## config.mk

```make
export PLATFORM = sky130hd
export DESIGN_NAME = rca4_registered_adder_flat
export DESIGN_NICKNAME = d
export VERILOG_FILES = /design/src/rtl/rca4_registered_adder_if.sv /design/src/rtl/rca4_registered_adder.sv /design/src/flat_wrapper.sv
export SDC_FILE = /design/constraint.sdc
export NUM_CORES = 1
export LEC_CHECK = 0
export BUFFER_PORTS_ARGS = -buffer_cell sky130_fd_sc_hd__buf_2
export CAP_MARGIN = 25
export CELL_PAD_IN_SITES_DETAIL_PLACEMENT = 0
export CELL_PAD_IN_SITES_GLOBAL_PLACEMENT = 1
export CORE_AREA = 5 5 42 44
export CTS_CLUSTER_DIAMETER = 150
export DETAILED_ROUTE_END_ITERATION = 8
export DIE_AREA = 0 0 47 49
export PLACE_DENSITY = 0.58
export SLEW_MARGIN = 25
export SYNTH_ARGS = -nofsm -noshare
export SYNTH_HDL_FRONTEND = slang
export SYNTH_SLANG_ARGS = --single-unit
```

## constraint.sdc

```tcl
create_clock -name clk -period 2.15 [get_ports clk]
set_input_delay 0.43 -clock clk [delete_from_list [all_inputs] [get_ports clk]]
set_output_delay 0.43 -clock clk [all_outputs]
set_load 0.005 [all_outputs]
```

## src/rtl/rca4_registered_adder_if.sv

```systemverilog
// Operand/result bundle for the registered 4-bit adder.
// The master drives A/B/cin and observes sum/cout; the slave is the adder itself.
interface rca4_registered_adder_if;
    logic [3:0] A;
    logic [3:0] B;
    logic       cin;
    logic [3:0] sum;
    logic       cout;

    modport master (output A, output B, output cin, input sum, input cout);
    modport slave  (input A, input B, input cin, output sum, output cout);
endinterface

```

## src/rtl/rca4_registered_adder.sv

```systemverilog
// Registered 4-bit ripple-carry adder built structurally from half adders and full adders.
// No handshake: the output register loads A + B + cin on every non-reset rising edge.

module rca4_half_adder (
    input  logic a,
    input  logic b,
    output logic s,
    output logic c
);
    assign s = a ^ b;
    assign c = a & b;
endmodule

// Leaf cell with standalone-testable ports: sum = A^B^cin, cout = AB | cin(A^B).
module rca4_full_adder (
    input  logic A,
    input  logic B,
    input  logic cin,
    output logic sum,
    output logic cout
);
    logic p;
    logic g;
    logic pc;

    rca4_half_adder u_ha0 (.a(A), .b(B),   .s(p),   .c(g));
    rca4_half_adder u_ha1 (.a(p), .b(cin), .s(sum), .c(pc));

    assign cout = g | pc;
endmodule

module rca4_registered_adder (
    input logic                  clk,
    input logic                  rst,
    rca4_registered_adder_if.slave bus
);
    logic [3:0] a;
    logic [3:0] b;
    logic [3:0] s;
    logic [4:0] c;
    logic [3:0] sum_q;
    logic       cout_q;

    assign a    = bus.A;
    assign b    = bus.B;
    assign c[0] = bus.cin;

    // Carry of stage i feeds stage i+1; c[4] is the carry out of bit 3.
    for (genvar i = 0; i < 4; i++) begin : g_chain
        rca4_full_adder u_fa (
            .A    (a[i]),
            .B    (b[i]),
            .cin  (c[i]),
            .sum  (s[i]),
            .cout (c[i+1])
        );
    end

    always_ff @(posedge clk) begin
        if (rst) begin
            sum_q  <= 4'b0000;
            cout_q <= 1'b0;
        end else begin
            sum_q  <= s;
            cout_q <= c[4];
        end
    end

    assign bus.sum  = sum_q;
    assign bus.cout = cout_q;
endmodule

```

## src/flat_wrapper.sv

```systemverilog
// flat-port wrapper written by rule: the top's interface ports become plain ports
module rca4_registered_adder_flat 
  (clk, rst, bus_A, bus_B, bus_cin, bus_sum, bus_cout);
  rca4_registered_adder_if bus_i ();
  input logic clk;
  input logic rst;
  input wire logic [$bits(bus_i.A)-1:0] bus_A;
  input wire logic [$bits(bus_i.B)-1:0] bus_B;
  input wire logic [$bits(bus_i.cin)-1:0] bus_cin;
  output wire logic [$bits(bus_i.sum)-1:0] bus_sum;
  output wire logic [$bits(bus_i.cout)-1:0] bus_cout;
  assign bus_i.A = bus_A;
  assign bus_i.B = bus_B;
  assign bus_i.cin = bus_cin;
  assign bus_sum = bus_i.sum;
  assign bus_cout = bus_i.cout;
  rca4_registered_adder u_core (.clk(clk), .rst(rst), .bus(bus_i));
endmodule
```

==> results.txt, run 1 <==
initial core utilization: 16.4%
Highest Clock Rate: 0.518 GHz
post-synthesis simple-gate area fraction: 10.3%
# port buffers: 15
# Post-CTS Setup Buffers: 0
async set-reset flop share out of synthesis: 0%
largest cells by area after synthesis: dfxtp_1 43%, fa_1 35%, inv_1 11%
CTS tree: done
ANT nets after route: 0
GRT Util Overall: 4.96%
vias: 177
Mapped Nets: 36
Tmin final: 1.93 ns
Overall Power: 255 uW
Worst Setup Start Kind: input port
most used cell, CP: fa_1
Routed Wire Length: 409 um
core area: 1400 sq um
CTS Root Cell: clkbuf_4
count leader, synth: inv_1
main combinational cell family by area after synthesis: adder cells
Crit. Startpoint: bus_cin
Layout fillers: 164
hold_sp: rst
Post-layout nets: 56
CTS max path bufs: 2
die area: 2300 sq um
slowest stage delay, CP: 0.40 ns
critical path class: input port to flip-flop
YS warnings: 0
CP max-delay cell: fa_1
Crit path max-delay family: adder cells
post-cts repair resize count: 0
met1 WL: 169 um
die height: 49 um
synth cell count leaders: 7 x inv_1, 5 x dfxtp_1, 4 x fa_1
Hold WC Path Type: input port to flip-flop
ratio of cells with drive above 1 in the final layout: 45.0%
gr ovfl total: 0
mux share of post-synthesis cell area: 0%
H-tree levels: 1
Worst-Margin Slew: 0.0819 ns
Worst Path Required: 2.32 ns
Synth Instances: 21
Adder-Cell Fraction of Synth Area: 34.8%
final worst slack: 0.221 ns
share of the synthesized area in the top cell type: 43.5%
Area growth syn-to-layout: 52.7%
Max Used Layer: met3
Finish-stage setup viols: 0
Tcrit/Tclk final: 89.7%
met2 WL: 156 um
design area: 352 sq um
vias in the first global route: 204
Leak: 0.000197 uW
syn avg cell area: 11.0 sq um
XOR/XNOR Fraction of Synth Area: 0%
largest area contributor in the netlist: dfxtp_1
I/O pin count: 16
Post-synth top flop: dfxtp_1
placed insts: 52
FF+latch area: 100 sq um
status: finished, final reports clean
Final Hold Fails: 0
max-capacitance violation count: 0
worst slack at placement: -0.0312 ns
pwr dens: 725 nW/um^2
CP endpoint kind: flip-flop
clock sink count: 5
critical path peak fanout: 1
Distinct cells, synth: 5
wire length on met3: 82 um
CTS Hold Bufs: 0
Site Rows: 14
Pre-antenna DRT Iters: 1
post-route non-filler standard cell count: 56
WHS: 0.406 ns
global-route wire length before repair: 738 um
Yosys reg bits: 5
Die X: 47 um
Slew Viols, Final: 0
Post-synth EDFFs: 0
Cell Chain, Critical Path: buf_2 > inv_1 > fa_1 > inv_1 > fa_1 > fa_1 > inv_1 > fa_1 > nor2_1
initial antenna violation count: 0
largest net degree at the start of global routing: 6
RSZ-0062 raised after global routing: false
DRT iter0 DRCs: 0
ant diodes: 0
Worst-path clk slew: 0.04 ns
routed vias/inst: 3.16
Avg WL per Cell: 7.30 um
CP Buf/Inv Count: 4
GP Congestion: 0.550
worst path arrival time: 2.10 ns
drt drc: 0
compound-gate portion of the synthesized area: 0%
dpl cell area: 325 sq um
Multi-input gate area: 104 sq um
Num CTS Buffers: 3
Slew HR: 94.5%
sequential share of the synthesized area: 43.5%
Worst VDD drop: 120 uV
Synth Cell Area: 230 sq um
through the flow:
| stage | utilization [%] | TNS (ns) |
|---|---|---|
| finish | 25.1 | 0 |
| global route | 25.1 | 0 |
| CTS | 25.1 | 0 |
| detailed placement | 23.2 | -0.0312 |
| global placement | 23.2 | -0.0337 |
| floorplan | - | 0 |
routing by layer:
metal | vias up | global-route usage, %
met5 | - | 0
met4 | 0 | 8.29
met3 | 0 | 1.48
met2 | 14 | 4.52
met1 | 70 | 6.28
li1 | 93 | -
cell type report:
| cell class | count | area share [%] |
|---|---|---|
| Tap cell | 16 | 5.69 |
| Clock buffer | 4 | 7.47 |
| Inverter | 7 | 7.47 |
| Timing Repair Buffer | 15 | 21.4 |
| Sequential cell | 5 | 28.5 |
| Multi-Input combinational cell | 9 | 29.5 |
sequential cells by signal (all words and copies together) (netlist names):
| name | cells |
|---|---|
| u_core.bus.sum | 4 |
| u_core.bus.cout | 1 |
final timing paths:
check             slack (ns)  cells after the start                 to
setup / recovery        0.22                      9  u_core.bus.sum[3]
hold / removal          0.41                      2    u_core.bus.cout
power breakdown:
part / internal (uW) / switching (uW)
Sequential: 104 / 1.92
Combinational: 24.0 / 20.1
Clock: 70.0 / 35.5
cell usage in the layout (no fill, tap or decap):
cell type   n
clkbuf_1    1
fa_1        4
nor2_1      3
clkbuf_4    3
buf_2      15
inv_1       7
dfxtp_1     5
nor2b_1     2
logic make-up (layout without fill, tap and decap cells):
kind of cell | Yosys count | after routing
and+or+nand+nor | 5 | 5
adders and majority gates | 4 | 4
buffers and inverters | 7 | 26
DFF | 5 | 5
(Power assumes the default switching activity.)
==> inputs of run 2 (changes only) <==
==> constraint.sdc (replaced) <==
create_clock -name clk -period 2.15 [get_ports clk]
set_input_delay 0.3225 -clock clk [delete_from_list [all_inputs] [get_ports clk]]
set_output_delay 0.3225 -clock clk [all_outputs]
set_load 0.005 [all_outputs]
==> run 2 against run 1 <==
  * Via count unchanged
  * Combinational power rose by 1%
  * Clock-buffer cell count unchanged
  * Non-clock buffer count unchanged
  * Critical path depth stayed put
  * Core utilization stayed put
  * Critical path type unchanged
  * Largest cell class unchanged
==> results.txt, run 2 (synthesis results as in run 1) <==
status: finished, final reports clean
setup TNS: 0 ns
vias: 177
Post-layout nets: 56
ant diodes: 0
Site Rows: 14
Avg WL per Cell: 7.46 um
Slew Viols, Final: 0
CP endpoint kind: flip-flop
core area: 1400 sq um
Pre-antenna DRT Iters: 2
combinational power share: 17.5%
ANT nets after route: 0
routed vias/inst: 3.16
die area: 2300 sq um
met1 WL: 170 um
Clock Power Share: 40.9%
hold_sp: rst
Worst VDD drop: 129 uV
DRT iter0 DRCs: 2
RSZ-0062 raised after global routing: false
ratio of cells with drive above 1 in the final layout: 45.0%
post-cts repair resize count: 0
Slew HR: 94.6%
Seq pwr share: 41.6%
Final Hold Fails: 0
drt drc: 0
GRT Util Overall: 4.39%
gr ovfl total: 0
initial core utilization: 16.4%
Routed Wire Length: 418 um
I/O pin count: 16
Worst-path clk slew: 0.04 ns
critical path peak fanout: 1
max FFs per register: 4
Layout fillers: 170
Worst Path Required: 2.32 ns
placed insts: 52
Crit. Startpoint: bus_cin
met2 WL: 164 um
switch share: 22.3%
Tmin final: 1.84 ns
Highest Clock Rate: 0.544 GHz
hold path cells: 2
critical path class: input port to flip-flop
Net Sw Power: 56.6 uW
Die X: 47 um
CTS tree: done
largest net degree at the start of global routing: 6
clock sink count: 5
CTS Root Cell: clkbuf_4
most frequent cells in the layout: 15 x buf_2, 7 x inv_1, 5 x dfxtp_1, 4 x fa_1
Worst Setup Start Kind: input port
CTS max path bufs: 2
P_int: 198 uW
Max Used Layer: met3
Leak: 0.000197 uW
worst path arrival time: 2.01 ns
Worst-Margin Slew: 0.0811 ns
pwr dens: 723 nW/um^2
Num CTS Buffers: 3
Tcrit/Tclk final: 85.5%
CTS Hold Bufs: 0
Area growth syn-to-layout: 52.7%
max-capacitance violation count: 0
die height: 49 um
vias in the first global route: 195
most common cell after layout, fill and taps aside: buf_2
Finish-stage setup viols: 0
GP Congestion: 0.572
post-route non-filler standard cell count: 56
# port buffers: 15
initial antenna violation count: 0
wire length on met3: 84 um
global-route wire length before repair: 662 um
H-tree levels: 1
# Post-CTS Setup Buffers: 0
Hold WC Path Type: input port to flip-flop
==> run 2: cell counts in the layout (fill, tap and decap cells not counted) <==
Identical to the previous run, type by type.
==> run 2: routing by layer <==
| metal | track usage [%] | up-vias |
|---|---|---|
| li1 | - | 93 |
| met4 | 8.29 | 0 |
| met1 | 5.61 | 70 |
| met5 | 0 | - |
| met3 | 0.369 | 0 |
| met2 | 4.07 | 14 |
==> run 2: cell type report <==
class / count / area, sq um / share of cell area, %
clock buffer: 4 / 26.3 / 7.47
inverter: 7 / 26.3 / 7.47
multi-input combinational: 9 / 104 / 29.5
sequential: 5 / 100 / 28.5
tap: 16 / 20.0 / 5.69
timing repair buffer: 15 / 75.1 / 21.4
==> run 2: worst paths after layout <==
path	to	slack, ns
max	u_core.bus.sum[3]	0.31
min	u_core.bus.cout	0.30
==> run 2: per-stage QoR <==
step	hold slack [ns]	total power (uW)	area, sq um	utilization, %	setup slack, ns
2_1_floorplan	0.394	128	230	-	0.246
3_3_place_gp	0.543	153	325	23.2	0.0859
3_5_place_dp	0.550	154	325	23.2	0.0603
4_1_cts	0.293	263	352	25.1	0.313
5_1_grt	0.294	278	352	25.1	0.202
6_report	0.296	254	352	25.1	0.311
==> run 2: power groups by stage <==
stage | clock, uW | combinational (uW) | sequential, uW
finish | 104 | 44.6 | 106
global route | 117 | 54.1 | 107
CTS | 111 | 46.4 | 106
detailed placement | 0 | 46.4 | 107
global placement | 0 | 45.4 | 107
floorplan | 0 | 18.5 | 109
==> run 2: worst max-delay path: stages <==
cell and delay [ns]:
buf_2 0.09, inv_1 0.07, fa_1 0.17, inv_1 0.05, fa_1 0.37, fa_1 0.38
inv_1 0.08, fa_1 0.40, nor2_1 0.09
